**config.mk**
```make
export PLATFORM = sky130hd
export DESIGN_NAME = uart_rx_fifo
export DESIGN_NICKNAME = d
export VERILOG_FILES = /design/src/rtl/uart_rx_fifo_pkg.sv /design/src/rtl/sync_fifo.sv /design/src/rtl/uart_rx_fifo.sv
export SDC_FILE = /design/constraint.sdc
export NUM_CORES = 1
export LEC_CHECK = 0
export BUFFER_PORTS_ARGS = -buffer_cell sky130_fd_sc_hd__buf_2
export CELL_PAD_IN_SITES_DETAIL_PLACEMENT = 0
export CELL_PAD_IN_SITES_GLOBAL_PLACEMENT = 1
export CORE_ASPECT_RATIO = 0.6
export CORE_MARGIN = 8
export CORE_UTILIZATION = 48
export DETAILED_ROUTE_END_ITERATION = 6
export MAX_ROUTING_LAYER = met4
export PLACE_DENSITY_LB_ADDON = 0.1
export SYNTH_ARGS = -nofsm -noshare
export SYNTH_HDL_FRONTEND = slang
export SYNTH_HIERARCHICAL = 1
export SYNTH_SLANG_ARGS = --single-unit
```
**constraint.sdc**
```tcl
create_clock -name clk -period 3.8 [get_ports clk]
set_clock_uncertainty 0.2 [all_clocks]
set_input_delay 0.38 -clock clk [delete_from_list [all_inputs] [get_ports clk]]
set_output_delay 0.38 -clock clk [all_outputs]
set_load 0.005 [all_outputs]
```
**src/rtl/uart_rx_fifo_pkg.sv**
```systemverilog
// Shared constants for the console UART receive path: register addresses,
// line-status bit positions and the empty-read marker.
package uart_rx_fifo_pkg;

    localparam logic [31:0] RX_ADDR_DEFAULT  = 32'h1000_0000;
    localparam logic [31:0] LSR_ADDR_DEFAULT = 32'h1000_0005;

    localparam int LSR_DR   = 0;
    localparam int LSR_OE   = 1;
    localparam int LSR_FE   = 3;
    localparam int LSR_THRE = 5;
    localparam int LSR_TEMT = 6;

    localparam logic [31:0] EMPTY_MARKER = 32'hFFFF_FFFF;

endpackage

```
**src/rtl/sync_fifo.sv**
```systemverilog
// Single-clock FIFO with an occupancy counter; a pop in the same cycle lets
// a push into a full FIFO succeed.
module sync_fifo #(
    parameter int DEPTH = 16,
    parameter int WIDTH = 8
) (
    input  logic                       clk,
    input  logic                       reset,
    input  logic                       push,
    input  logic [WIDTH-1:0]           wdata,
    input  logic                       pop,
    output logic [WIDTH-1:0]           rdata,
    output logic                       full,
    output logic                       empty,
    output logic                       push_drop,
    output logic [$clog2(DEPTH):0]     count
);
    localparam int PW = $clog2(DEPTH);
    localparam int CW = PW + 1;

    logic [WIDTH-1:0] mem_q [DEPTH];
    logic [PW-1:0]    head_q, head_d;
    logic [PW-1:0]    tail_q, tail_d;
    logic [CW-1:0]    count_q, count_d;
    logic             push_ok;
    logic             pop_ok;

    assign full  = (count_q == CW'(DEPTH));
    assign empty = (count_q == '0);
    assign rdata = mem_q[head_q];
    assign count = count_q;

    always_comb begin
        pop_ok    = pop && !empty;
        push_ok   = push && (!full || pop_ok);
        push_drop = push && !push_ok;
        head_d    = pop_ok  ? head_q + PW'(1) : head_q;
        tail_d    = push_ok ? tail_q + PW'(1) : tail_q;
        count_d   = count_q;
        case ({push_ok, pop_ok})
            2'b10:   count_d = count_q + CW'(1);
            2'b01:   count_d = count_q - CW'(1);
            default: count_d = count_q;
        endcase
    end

    always_ff @(posedge clk or posedge reset) begin
        if (reset) begin
            head_q  <= '0;
            tail_q  <= '0;
            count_q <= '0;
        end else begin
            head_q  <= head_d;
            tail_q  <= tail_d;
            count_q <= count_d;
        end
    end

    // Storage needs no reset: the counter alone decides what is valid.
    always_ff @(posedge clk) begin
        if (push_ok) begin
            mem_q[tail_q] <= wdata;
        end
    end

endmodule

```
**src/rtl/uart_rx_fifo.sv**
```systemverilog
// Buffered UART receive path: captures bytes into a FIFO and serves the RX
// data and line-status registers on the CPU bus.
module uart_rx_fifo
    import uart_rx_fifo_pkg::*;
#(
    parameter int          DEPTH     = 16,
    parameter logic [31:0] RX_ADDR   = RX_ADDR_DEFAULT,
    parameter logic [31:0] LSR_ADDR  = LSR_ADDR_DEFAULT,
    parameter int          IRQ_LEVEL = 1
) (
    input  logic                   clk,
    input  logic                   reset,
    input  logic                   rx_valid,
    input  logic [7:0]             rx_data,
    input  logic                   rx_frame_err,
    input  logic                   mem_valid,
    input  logic [31:0]            mem_addr,
    input  logic [3:0]             mem_wstrb,
    output logic                   mem_ready,
    output logic [31:0]            mem_rdata,
    output logic                   rx_irq,
    output logic [$clog2(DEPTH):0] level
);
    localparam int CW = $clog2(DEPTH) + 1;

    logic        ready_q, ready_d;
    logic [31:0] rdata_q, rdata_d;
    logic        overrun_q, overrun_d;
    logic        ferr_q, ferr_d;

    logic        hit, is_write, rx_rd, lsr_rd;
    logic        push, pop;
    logic [7:0]  head_byte;
    logic        fifo_full, fifo_empty, push_drop;
    logic [7:0]  lsr;

    // Bus handshake: a request is taken when mem_valid is high and no ready
    // is outstanding; mem_ready pulses for exactly one cycle the cycle after,
    // with mem_rdata valid alongside it. Other addresses never get a ready.
    assign hit      = mem_valid && !ready_q && (mem_addr == RX_ADDR || mem_addr == LSR_ADDR);
    assign is_write = |mem_wstrb;
    assign rx_rd    = hit && !is_write && (mem_addr == RX_ADDR);
    assign lsr_rd   = hit && !is_write && (mem_addr == LSR_ADDR);
    assign push     = rx_valid && !rx_frame_err;
    assign pop      = rx_rd && !fifo_empty;

    sync_fifo #(
        .DEPTH(DEPTH),
        .WIDTH(8)
    ) u_fifo (
        .clk       (clk),
        .reset     (reset),
        .push      (push),
        .wdata     (rx_data),
        .pop       (pop),
        .rdata     (head_byte),
        .full      (fifo_full),
        .empty     (fifo_empty),
        .push_drop (push_drop),
        .count     (level)
    );

    assign rx_irq = (level >= CW'(IRQ_LEVEL));

    always_comb begin
        lsr           = '0;
        lsr[LSR_DR]   = !fifo_empty;
        lsr[LSR_OE]   = overrun_q;
        lsr[LSR_FE]   = ferr_q;

        ready_d = hit;
        rdata_d = '0;
        if (rx_rd) begin
            rdata_d = fifo_empty ? EMPTY_MARKER : {24'b0, head_byte};
        end else if (lsr_rd) begin
            rdata_d = {16'b0, lsr, 8'b0};
        end

        // Set events take priority over the clearing LSR read.
        overrun_d = lsr_rd ? 1'b0 : overrun_q;
        if (push_drop) begin
            overrun_d = 1'b1;
        end
        ferr_d = lsr_rd ? 1'b0 : ferr_q;
        if (rx_valid && rx_frame_err) begin
            ferr_d = 1'b1;
        end
    end

    always_ff @(posedge clk or posedge reset) begin
        if (reset) begin
            ready_q   <= 1'b0;
            rdata_q   <= '0;
            overrun_q <= 1'b0;
            ferr_q    <= 1'b0;
        end else begin
            ready_q   <= ready_d;
            rdata_q   <= rdata_d;
            overrun_q <= overrun_d;
            ferr_q    <= ferr_d;
        end
    end

    assign mem_ready = ready_q;
    assign mem_rdata = rdata_q;

    logic unused_full;
    assign unused_full = fifo_full;

endmodule

```
==> insert_results.sql <==
INSERT INTO impl_metrics (metric_group, metric, value, unit) VALUES
('worst_setup_path', 'setup.reg_to_reg.worst_slack', '0.25', 'ns'),
('cells_and_area', 'layout.area.seq', '4550', 'um^2'),
('clocking', 'cts_tree', 'done', ''),
('yosys', 'synth.yosys.warnings', '6', ''),
('worst_hold_path', 'hold_class', 'input pin to flip-flop', ''),
('power', 'internal_power', '3160', 'uW'),
('worst_setup_path', 'end_point_of_the_critical_path', 'u_fifo/count[4]$_DFFE_PP0P_', ''),
('cells_and_area', 'n_fill_cell', '1068', ''),
('route', 'drt-vias-per-instance', '5.32', ''),
('placed_design', 'placed_area', '7220', 'um^2'),
('power', 'p_sw_share', '24.0', '%'),
('power', 'power.clock.fraction', '40.2', '%'),
('route', 'dr_total_vias', '3728', ''),
('timing', 'period_share', '93.5', '%'),
('die', 'core_area', '13500', 'um^2'),
('yosys', 'post_syn_area', '6620', 'um^2'),
('clocking', 'clock_tree.buffer_depth', '2', ''),
('clocking', 'cts_inserted_buffers', '17', ''),
('outcome', 'status', 'complete, no violations', ''),
('clocking', 'worstSkewPairLatency', '0.42', 'ns'),
('worst_setup_path', 'critical_path.slowest_cell', 'sky130_fd_sc_hd__fa_1', ''),
('route', 'initialDrtViolationCount', '184', ''),
('worst_setup_path', 'reg2reg_to', 'u_fifo/count[4]$_DFFE_PP0P_', ''),
('worst_setup_path', 'worstPathArrival', '3.65', 'ns'),
('grt', 'grt_util_all_layers', '17.1', '%'),
('yosys', 'syn_nets', '475', ''),
('worst_setup_path', 'critPathLaunchType', 'flip-flop', ''),
('worst_setup_path', 'timing.critical_path.depth', '13', ''),
('grt', 'initial_antenna_violation_count', '0', ''),
('power', 'switchingPower', '1000', 'uW'),
('power', 'power.combinational.fraction', '10.0', '%'),
('worst_setup_path', 'r2r.worst_path.cells', '13', ''),
('cells_and_area', 'area_growth_syn_to_layout', '18.4', '%'),
('placed_design', 'routabilityCongestion', '0.801', ''),
('worst_setup_path', 'cp_data_required_time', '3.90', 'ns'),
('worst_setup_path', 'slowest_delay', '0.40', 'ns'),
('clocking', 'ctsRootBufferMaster', 'sky130_fd_sc_hd__clkbuf_16', ''),
('die', 'boundaryPins', '88', ''),
('timing', 'max_slew.worst_pin.slew', '0.620', 'ns'),
('cells_and_area', 'multiInputGateArea', '1750', 'um^2'),
('grt', 'grt_max_degree', '22', ''),
('cells_and_area', 'post-route-util', '57.9', '%'),
('clocking', 'cts_htree_levels', '4', ''),
('timing', 'fmaxAchievable', '281', 'MHz'),
('timing', 'timing.final.hold_violations', '0', ''),
('route', 'firstDrtPassIters', '4', ''),
('clocking', 'cts.reportedPaths.clkPinSlew', '0.06', 'ns'),
('grt', 'gr-usage-met3', '5.76', '%'),
('grt', 'first_global_vias', '3933', ''),
('timing', 'shortest_period_the_worst_path_allows', '3.55', 'ns'),
('cells_and_area', 'nets', '572', ''),
('worst_setup_path', 'criticalPathCategory', 'flip-flop to flip-flop', ''),
('route', 'post-route-drc-count', '0', ''),
('cells_and_area', 'diodes', '0', ''),
('worst_setup_path', 'cp_common_cell', 'sky130_fd_sc_hd__nor2b_1', ''),
('die', 'initial_standard_cell_utilization_of_the_core', '48.9', '%'),
('worst_setup_path', 'path_delay_family', 'simple AND/OR/NAND/NOR gates', ''),
('power', 'power-per-cell-area', '531', 'nW/um^2'),
('worst_setup_path', 'worstPathCellList', 'nor4b_2, nand4_1, or2_1, nor3_2, nor2b_1, ha_1, inv_1, fa_1, nor2b_1, o21ai_0, nand3_1, or3b_1, xnor2_1', ''),
('power', 'vdd_ir_drop_max', '278', 'uV'),
('timing', 'setup_violations', '0', ''),
('cells_and_area', 'final_layout_size_suffix_gt1_share', '33.7', '%'),
('grt', 'overflow', '0', ''),
('worst_setup_path', 'cp-end-kind', 'flip-flop', ''),
('die', 'die_height', '107', 'um'),
('power', 'power_leakage', '0.00292', 'uW'),
('timing', 'final_max_slew_viol_count', '0', ''),
('timing', 'timing.slew.headroom', '58.6', '%'),
('clocking', 'clock_sinks', '156', ''),
('worst_setup_path', 'critical_path_buf_inv_count', '1', ''),
('worst_setup_path', 'reg2reg_from', 'mem_ready$_DFF_PP0_', '');
==> worst reg2reg max path, stage by stage, from the launching register on <==
cell and delay (ns):
sky130_fd_sc_hd__dfrtp_1 0.39, sky130_fd_sc_hd__nor4b_2 0.23, sky130_fd_sc_hd__nand4_1 0.18, sky130_fd_sc_hd__or2_1 0.31
sky130_fd_sc_hd__nor3_2 0.26, sky130_fd_sc_hd__nor2b_1 0.26, sky130_fd_sc_hd__ha_1 0.27, sky130_fd_sc_hd__inv_1 0.10
sky130_fd_sc_hd__fa_1 0.40, sky130_fd_sc_hd__nor2b_1 0.14, sky130_fd_sc_hd__o21ai_0 0.11, sky130_fd_sc_hd__nand3_1 0.10
sky130_fd_sc_hd__or3b_1 0.36, sky130_fd_sc_hd__xnor2_1 0.13
==> power groups by stage <==
stage	clock, uW	combinational (uW)	sequential (uW)
2_1_floorplan	0	261	2060
3_3_place_gp	0	405	2100
3_5_place_dp	0	413	2100
4_1_cts	1710	418	2070
5_1_grt	1780	468	2080
6_report	1670	416	2070
==> state kept, by name, summed over array words and instances, names as in the netlist <==
register,count
mem_rdata,12
overrun_q,1
mem_ready,1
ferr_q,1
u_fifo/tail_q,4
u_fifo/count,5
u_fifo/head_q,4
u_fifo/mem_q,128
==> cells in the final DEF, fill, tap and decap left out, types with 2 or more instances in the layout <==
cell type	count
sky130_fd_sc_hd__edfxtp_1	128
sky130_fd_sc_hd__buf_2	87
sky130_fd_sc_hd__buf_4	29
sky130_fd_sc_hd__dfrtp_1	27
sky130_fd_sc_hd__mux2i_1	25
sky130_fd_sc_hd__nand2_1	22
sky130_fd_sc_hd__clkbuf_16	21
sky130_fd_sc_hd__o21ai_0	20
sky130_fd_sc_hd__nor2_1	18
sky130_fd_sc_hd__mux4_2	16
sky130_fd_sc_hd__a21oi_1	13
sky130_fd_sc_hd__inv_1	10
sky130_fd_sc_hd__o21a_1	9
sky130_fd_sc_hd__ha_1	9
sky130_fd_sc_hd__a221oi_1	8
sky130_fd_sc_hd__mux2_2	8
sky130_fd_sc_hd__a22oi_1	8
sky130_fd_sc_hd__nor4_1	7
sky130_fd_sc_hd__xnor2_1	7
sky130_fd_sc_hd__nor2b_1	5
sky130_fd_sc_hd__nor3_1	5
sky130_fd_sc_hd__xor2_1	4
sky130_fd_sc_hd__nand4_1	3
sky130_fd_sc_hd__nand3_1	3
sky130_fd_sc_hd__nand2b_1	3
sky130_fd_sc_hd__clkinvlp_4	3
sky130_fd_sc_hd__clkbuf_1	3
sky130_fd_sc_hd__nor4b_2	2
sky130_fd_sc_hd__nor3_2	2
==> worst min path at each step <==
stage	from	to	slack (ns)	depth (start not counted)
6_report	rx_valid	ferr_q$_DFFE_PP0P_	0.02	2
3_3_place_gp	reset	ferr_q$_DFFE_PP0P_	0.27	2
2_1_floorplan	reset	u_fifo/count[0]$_DFFE_PP0P_	0.06	1
3_5_place_dp	reset	mem_rdata[0]$_DFF_PP0_	0.28	2
5_1_grt	rx_valid	ferr_q$_DFFE_PP0P_	0.01	2
4_1_cts	rx_valid	ferr_q$_DFFE_PP0P_	0.005	2
==> routing by layer <==
layer	vias up	routed length, um
met1	1834	6790
met4	0	214
met2	117	6000
met3	17	1100
li1	1760	-
met5	-	0
==> repair_timing <==
| action | CTS | global route |
|---|---|---|
| hold buffers | 1 | 0 |
| endpoints found under the hold margin | 28 | 0 |
| resized for setup | 0 | 1 |
| setup buffers | 0 | 0 |
| setup endpoints to repair | 0 | 1 |
==> per-stage QoR <==
stage                     instances  setup WS (ns)  TNS (ns)  hold slack [ns]  power [uW]
after global placement          668         0.0705         0            0.273        2500
after detailed placement        668       -0.00646  -0.00646            0.281        2510
after CTS                       701          0.150         0          0.00538        4190
after global routing            701         0.0232         0           0.0108        4330
final                           701          0.246         0           0.0154        4160
after floorplan                 416          0.306         0           0.0570        2320
==> area by class of cell <==
| cell class | count | area share [%] |
|---|---|---|
| clock inverters | 7 | 0.623 |
| well taps | 175 | 2.79 |
| clock buffers | 25 | 7.03 |
| flip-flops and latches | 156 | 58.0 |
| repair buffers | 118 | 8.72 |
| multi-input cells | 210 | 22.3 |
| inverters | 10 | 0.479 |
(Power assumes the default switching activity.)
